<file path="src/rtl/picomips_core_param.sv">
// Accumulator-based picoMips core with a writable program store, a valid/ready input port,
// an output strobe on register 0, a conditional jump and a fixed-point multiply-immediate.
module picomips_core_param #(
    parameter int DATA_W     = 8,
    parameter int NREGS      = 4,
    parameter int PROG_DEPTH = 32,
    parameter int FRAC_BITS  = 2,
    localparam int PC_W      = $clog2(PROG_DEPTH)
) (
    input  logic              Clock,
    input  logic              nReset,
    input  logic              run,
    input  logic              prog_we,
    input  logic [PC_W-1:0]   prog_addr,
    input  logic [7:0]        prog_data,
    input  logic              sw_flag,
    input  logic [DATA_W-1:0] in_data,
    input  logic              in_valid,
    output logic              in_ready,
    output logic [DATA_W-1:0] out_data,
    output logic              out_valid,
    output logic              busy
);

    localparam int R_W = $clog2(NREGS);
    localparam int P_W = 2 * DATA_W;

    typedef enum logic [1:0] {
        ST_IDLE  = 2'd0,
        ST_FETCH = 2'd1,
        ST_EXEC  = 2'd2
    } state_t;

    typedef enum logic [2:0] {
        OP_JNZ  = 3'd0,
        OP_LIN  = 3'd1,
        OP_RTA  = 3'd2,
        OP_ATR  = 3'd3,
        OP_ADD  = 3'd4,
        OP_ADDI = 3'd5,
        OP_MULI = 3'd6,
        OP_HEI  = 3'd7
    } op_t;

    logic [7:0]        mem_r [PROG_DEPTH];
    state_t            state_r;
    logic [PC_W-1:0]   pc_r;
    logic [DATA_W-1:0] acc_r;
    logic [DATA_W-1:0] regs_r [NREGS];
    logic [7:0]        instr_r;
    logic              out_valid_r;

    op_t               op_s;
    logic [4:0]        opnd_s;
    logic [R_W-1:0]    r_s;
    logic [DATA_W-1:0] simm_s;
    logic [DATA_W-1:0] rval_s;
    logic signed [P_W-1:0] acc_ext_s;
    logic signed [P_W-1:0] simm_ext_s;
    logic signed [P_W-1:0] prod_s;
    logic [DATA_W-1:0] muli_s;
    logic [PC_W-1:0]   pc_inc_s;
    logic [PC_W-1:0]   pc_next_s;
    logic [DATA_W-1:0] acc_next_s;
    logic              complete_s;
    logic              reg_we_s;
    logic [DATA_W-1:0] reg_wdata_s;

    assign op_s     = op_t'(instr_r[7:5]);
    assign opnd_s   = instr_r[4:0];
    assign r_s      = opnd_s[R_W-1:0];
    assign rval_s   = regs_r[r_s];
    assign simm_s   = DATA_W'($signed(opnd_s));
    assign pc_inc_s = pc_r + PC_W'(1'b1);

    // Full-width signed product keeps the sign correct before the fixed-point shift.
    assign acc_ext_s  = P_W'($signed(acc_r));
    assign simm_ext_s = P_W'($signed(simm_s));
    assign prod_s     = acc_ext_s * simm_ext_s;
    assign muli_s     = DATA_W'(prod_s >>> FRAC_BITS);

    // Instruction decode: completion condition and next pc/acc/register values.
    always_comb begin
        complete_s  = 1'b1;
        pc_next_s   = pc_inc_s;
        acc_next_s  = acc_r;
        reg_we_s    = 1'b0;
        reg_wdata_s = acc_r;
        case (op_s)
            OP_JNZ: begin
                if (acc_r != {DATA_W{1'b0}}) begin
                    pc_next_s = opnd_s[PC_W-1:0];
                end else begin
                    pc_next_s = pc_inc_s;
                end
            end
            OP_LIN: begin
                complete_s  = in_valid;
                reg_we_s    = 1'b1;
                reg_wdata_s = in_data;
            end
            OP_RTA:  acc_next_s = rval_s;
            OP_ATR:  reg_we_s   = 1'b1;
            OP_ADD:  acc_next_s = acc_r + rval_s;
            OP_ADDI: acc_next_s = acc_r + simm_s;
            OP_MULI: acc_next_s = muli_s;
            OP_HEI:  complete_s = (sw_flag != opnd_s[0]);
            default: complete_s = 1'b1;
        endcase
    end

    // Core sequencer: IDLE/FETCH/EXEC with all architectural state updated on completion.
    always_ff @(posedge Clock or negedge nReset) begin
        if (!nReset) begin
            state_r     <= ST_IDLE;
            pc_r        <= {PC_W{1'b0}};
            acc_r       <= {DATA_W{1'b0}};
            instr_r     <= 8'h00;
            out_valid_r <= 1'b0;
            for (int i = 0; i < NREGS; i++) begin
                regs_r[i] <= {DATA_W{1'b0}};
            end
        end else begin
            out_valid_r <= 1'b0;
            case (state_r)
                ST_IDLE: begin
                    if (run) begin
                        state_r <= ST_FETCH;
                    end
                end
                ST_FETCH: begin
                    instr_r <= mem_r[pc_r];
                    state_r <= ST_EXEC;
                end
                ST_EXEC: begin
                    if (complete_s) begin
                        pc_r  <= pc_next_s;
                        acc_r <= acc_next_s;
                        if (reg_we_s) begin
                            regs_r[r_s] <= reg_wdata_s;
                            out_valid_r <= (r_s == {R_W{1'b0}});
                        end
                        state_r <= run ? ST_FETCH : ST_IDLE;
                    end
                end
                default: state_r <= ST_IDLE;
            endcase
        end
    end

    // Program store: writable only while idle, deliberately kept across reset.
    always_ff @(posedge Clock) begin
        if (prog_we && (state_r == ST_IDLE)) begin
            mem_r[prog_addr] <= prog_data;
        end
    end

    assign in_ready  = (state_r == ST_EXEC) && (op_s == OP_LIN);
    assign out_data  = regs_r[0];
    assign out_valid = out_valid_r;
    assign busy      = (state_r != ST_IDLE);

endmodule
</file>
<file path="config.mk">
export PLATFORM = sky130hd
export DESIGN_NAME = picomips_core_param
export DESIGN_NICKNAME = d
export VERILOG_FILES = /design/src/rtl/picomips_core_param.sv
export SDC_FILE = /design/constraint.sdc
export NUM_CORES = 1
export LEC_CHECK = 0
export ABC_AREA = 1
export CAP_MARGIN = 40
export CORE_AREA = 2 2 193 195
export DETAILED_ROUTE_END_ITERATION = 16
export DIE_AREA = 0 0 195 197
export GPL_TIMING_DRIVEN = 0
export PLACE_DENSITY = 0.67
export SYNTH_ARGS = -nofsm -noshare
export SYNTH_HDL_FRONTEND = slang
export SYNTH_SLANG_ARGS = --single-unit
</file>
<file path="constraint.sdc">
create_clock -name Clock -period 3.3 [get_ports Clock]
set_input_delay 0.99 -clock Clock [delete_from_list [all_inputs] [get_ports Clock]]
set_output_delay 0.99 -clock Clock [all_outputs]
set_load 0.01 [all_outputs]
</file>
==> impl_metrics.toml <==
[floorplanning]
fp-row-count = 70
ios = 38
start_util_pct = 39.7
coreArea_mm2 = 0.0363
chipHeight_um = 197
die_w_um = 195
die-area_mm2 = 0.0384

[timing]
fin_crit_sh_pct = 102
rsz0062_at_grt = "yes"
fmax_mhz = 297
period_needed_ns = 3.36
setup_ws_ns = -0.0647
final-hold-violation-count = 0
skew_ns = 0.0251
slew_headroom_pct = 38.7
slew_viol_final = 0
setup_viol = 2
worst_pin_slew_ns = 0.916

[global_route]
grt_use_met1_pct = 28.0
overflow = 0
grt.busiest_layer = "met2"
met2_usage_pct = 34.8
grt_use_total_pct = 20.9
grt_max_degree = 39
antenna_found_initial = 0
met3_usage_pct = 3.51
first_global_vias = 10300
grt_pass1_wl_um = 61100

[worst_setup_path]
rr_startpoint = "acc_r[1]"
r2r_cells = 18
cp_data_arrival_time_ns = 3.82
cp-end-kind = "flop"
critPathSlowestCell = "fa_1"
worstSetupStartpointType = "flop"
path_cells = "buf_4 -> nand2_2 -> fa_1 -> fa_2 -> fa_1 -> inv_1 -> ha_1 -> a21oi_1 -> nand2_2 -> nand2_2 -> nand2_2 -> a21oi_2 -> nor2_1 -> nor2_1 -> nand2_1 -> nand3_1 -> nand2_1 -> inv_1"
cp_slowest_stage_delay_ns = 0.57
cpMostUsedCell = "nand2_2"
worstPathMaxFanout = 3
crit_required_ns = 3.76
critPathKind = "reg2reg"
startpoint = "acc_r[1]"

[clock_network]
clockRootBuffer = "clkbuf_16"
clk_latency_ns = 0.54
cts_sinks = 312
htree_levels = 2
clock_path_buffers = 3
clkTransAtPathRegs_ns = 0.06
numCtsBuffers = 34
ctsHoldBuffers = 0
cts_tree = "done"

[placed_design]
gp_congestion = 0.922
dp_hpwl_um = 27600
dpl_cell_area_mm2 = 0.0156
port_buffers = 37
dp_slack_ns = -0.539

[routing]
dr_total_vias = 10800
viasPerCell = 5.48
first_pass_iters = 5
drc = 0
drt_iter0_markers = 1413
wirelength_um = 39900
wl_per_cell_um = 20.2
antenna_left = 0

[outcome]
status = "finished with violations"
violations = "setup timing"

[synthesis]
synth_edf_count = 256
async_reset_ff_share_pct = 17.9
ys_seq_area_share_pct = 63.1
synth_nets = 1441
yosysUniqueCellTypes = 34
synthFlopType = "edfxtp_1"
synth.avg_cell_area_um2 = 10.5
synthCells = 1371
synthesis.area_mm2 = 0.0144
synth_warnings = 0
ys_ff_latch = 312

[power_and_ir_drop]
cellLeakagePower_nw = 6.47
ir_worst_vdd_mv = 0.511
power_w = 0.0157
power_density_mw_per_mm2 = 923

[layout]
final_util_pct = 47.0
area_growth_pct = 18.2
final_common_cell = "edfxtp_1"
diodes = 0
finalNetCount = 1552
mostFrequentLayoutCells = "edfxtp_1 (256), nor2_1 (200), nand2_1 (196)"
drive_above_1_share_pct = 11.0
fin_area_mm2 = 0.0170

[worst_hold_path]
min_path_type = "in2async"

[flow_run]
max-cap-violations = 0
==> synth_stat cells, drive strengths merged (3+ instances only) <==
cell type / n / share of area, %
clkbuf: 52 / 1.4
o221ai: 21 / 1.3
nand3: 69 / 2.4
nand2: 207 / 5.4
o21ai: 196 / 6.8
inv: 121 / 3.2
fa: 19 / 2.6
dfrtp: 56 / 9.7
xor2: 3 / 0.18
buf: 19 / 0.94
o22ai: 38 / 1.6
a22oi: 3 / 0.16
o211ai: 16 / 0.83
ha: 24 / 2.1
nor2: 210 / 5.7
nor3: 5 / 0.17
a21oi: 42 / 1.5
edfxtp: 256 / 53
==> kinds of logic (layout without fill, tap and decap cells) <==
logic type | after synthesis | in the layout | share of synthesized area (%)
AO/OA/AOI/OAI | 320 | 320 | 12.4
XOR/XNOR | 5 | 5 | 0.304
adder cells (fa/ha/maj) | 43 | 43 | 4.72
buffers and inverters | 194 | 329 | 5.50
flip-flops | 312 | 312 | 63.1
multiplexers | 1 | 1 | 0.0695
AND/OR/NAND/NOR | 496 | 496 | 13.9
==> state kept, by name (all words and copies together), names as in the netlist <==
name	count
mem_r	256
state_r	2
out_data	8
out_valid	1
pc_r	5
regs_r	24
instr_r	8
acc_r	8
==> layout make-up <==
type / instances / area (µm²)
Clock buffer: 43 / 915
Fill cell: 3295 / 19200
Inverter: 123 / 472
Buffer: 68 / 364
Tap cell: 468 / 586
Clock inverter: 17 / 141
Sequential cell: 312 / 9100
Multi-Input combinational cell: 865 / 4690
Timing Repair Buffer: 78 / 771
==> where the power goes <==
part	switching (W)	internal (W)	leakage (nW)
Clock	0.00157	0.00206	0.519
Combinational	0.00468	0.00253	2.97
Sequential	0.000296	0.00457	2.98
Total	0.00655	0.00917	6.47
==> layer usage <==
metal / part of all wire, % / vias to the layer above / wire length [µm]
li1: - / 4993 / -
met1: 41 / 5258 / 16500
met2: 48 / 480 / 19100
met3: 7.8 / 85 / 3100
met4: 2.8 / 0 / 1140
met5: 0 / - / 0
==> what timing repair did <==
action	CTS	global route
endpoints found under the setup margin	6	8
gates resized for setup	38	33
pin swaps	6	19
buffers inserted	14	7
==> final timing paths <==
check,to,slack (ns)
min in group Clock,regs_r[6],0.49
max,acc_r[6],-0.06
max in group asynchronous,instr_r[0],2.27
min reg2reg,regs_r[6],0.49
min,out_data[0],0.44
max reg2reg,acc_r[6],-0.06
==> stage by stage <==
step                 TNS, ns  instances  hold slack (ns)
floorplan           -0.00108       1371            0.446
global placement      -45.37       1876            0.459
detailed placement    -12.26       1896            0.473
CTS                  -0.0510       1968            0.431
global route          -0.939       1974            0.460
finish                -0.122       1974            0.439
==> worst max-delay path, delay by kind of cell (launching register included) <==
kind	cells	cell delay (ns)
buffers and inverters	3	0.27
flip-flops	1	0.43
AND/OR/NAND/NOR	9	0.58
adder cells (fa/ha/maj)	4	1.71
AO/OA/AOI/OAI	2	0.31
(Power assumes the default switching activity.)
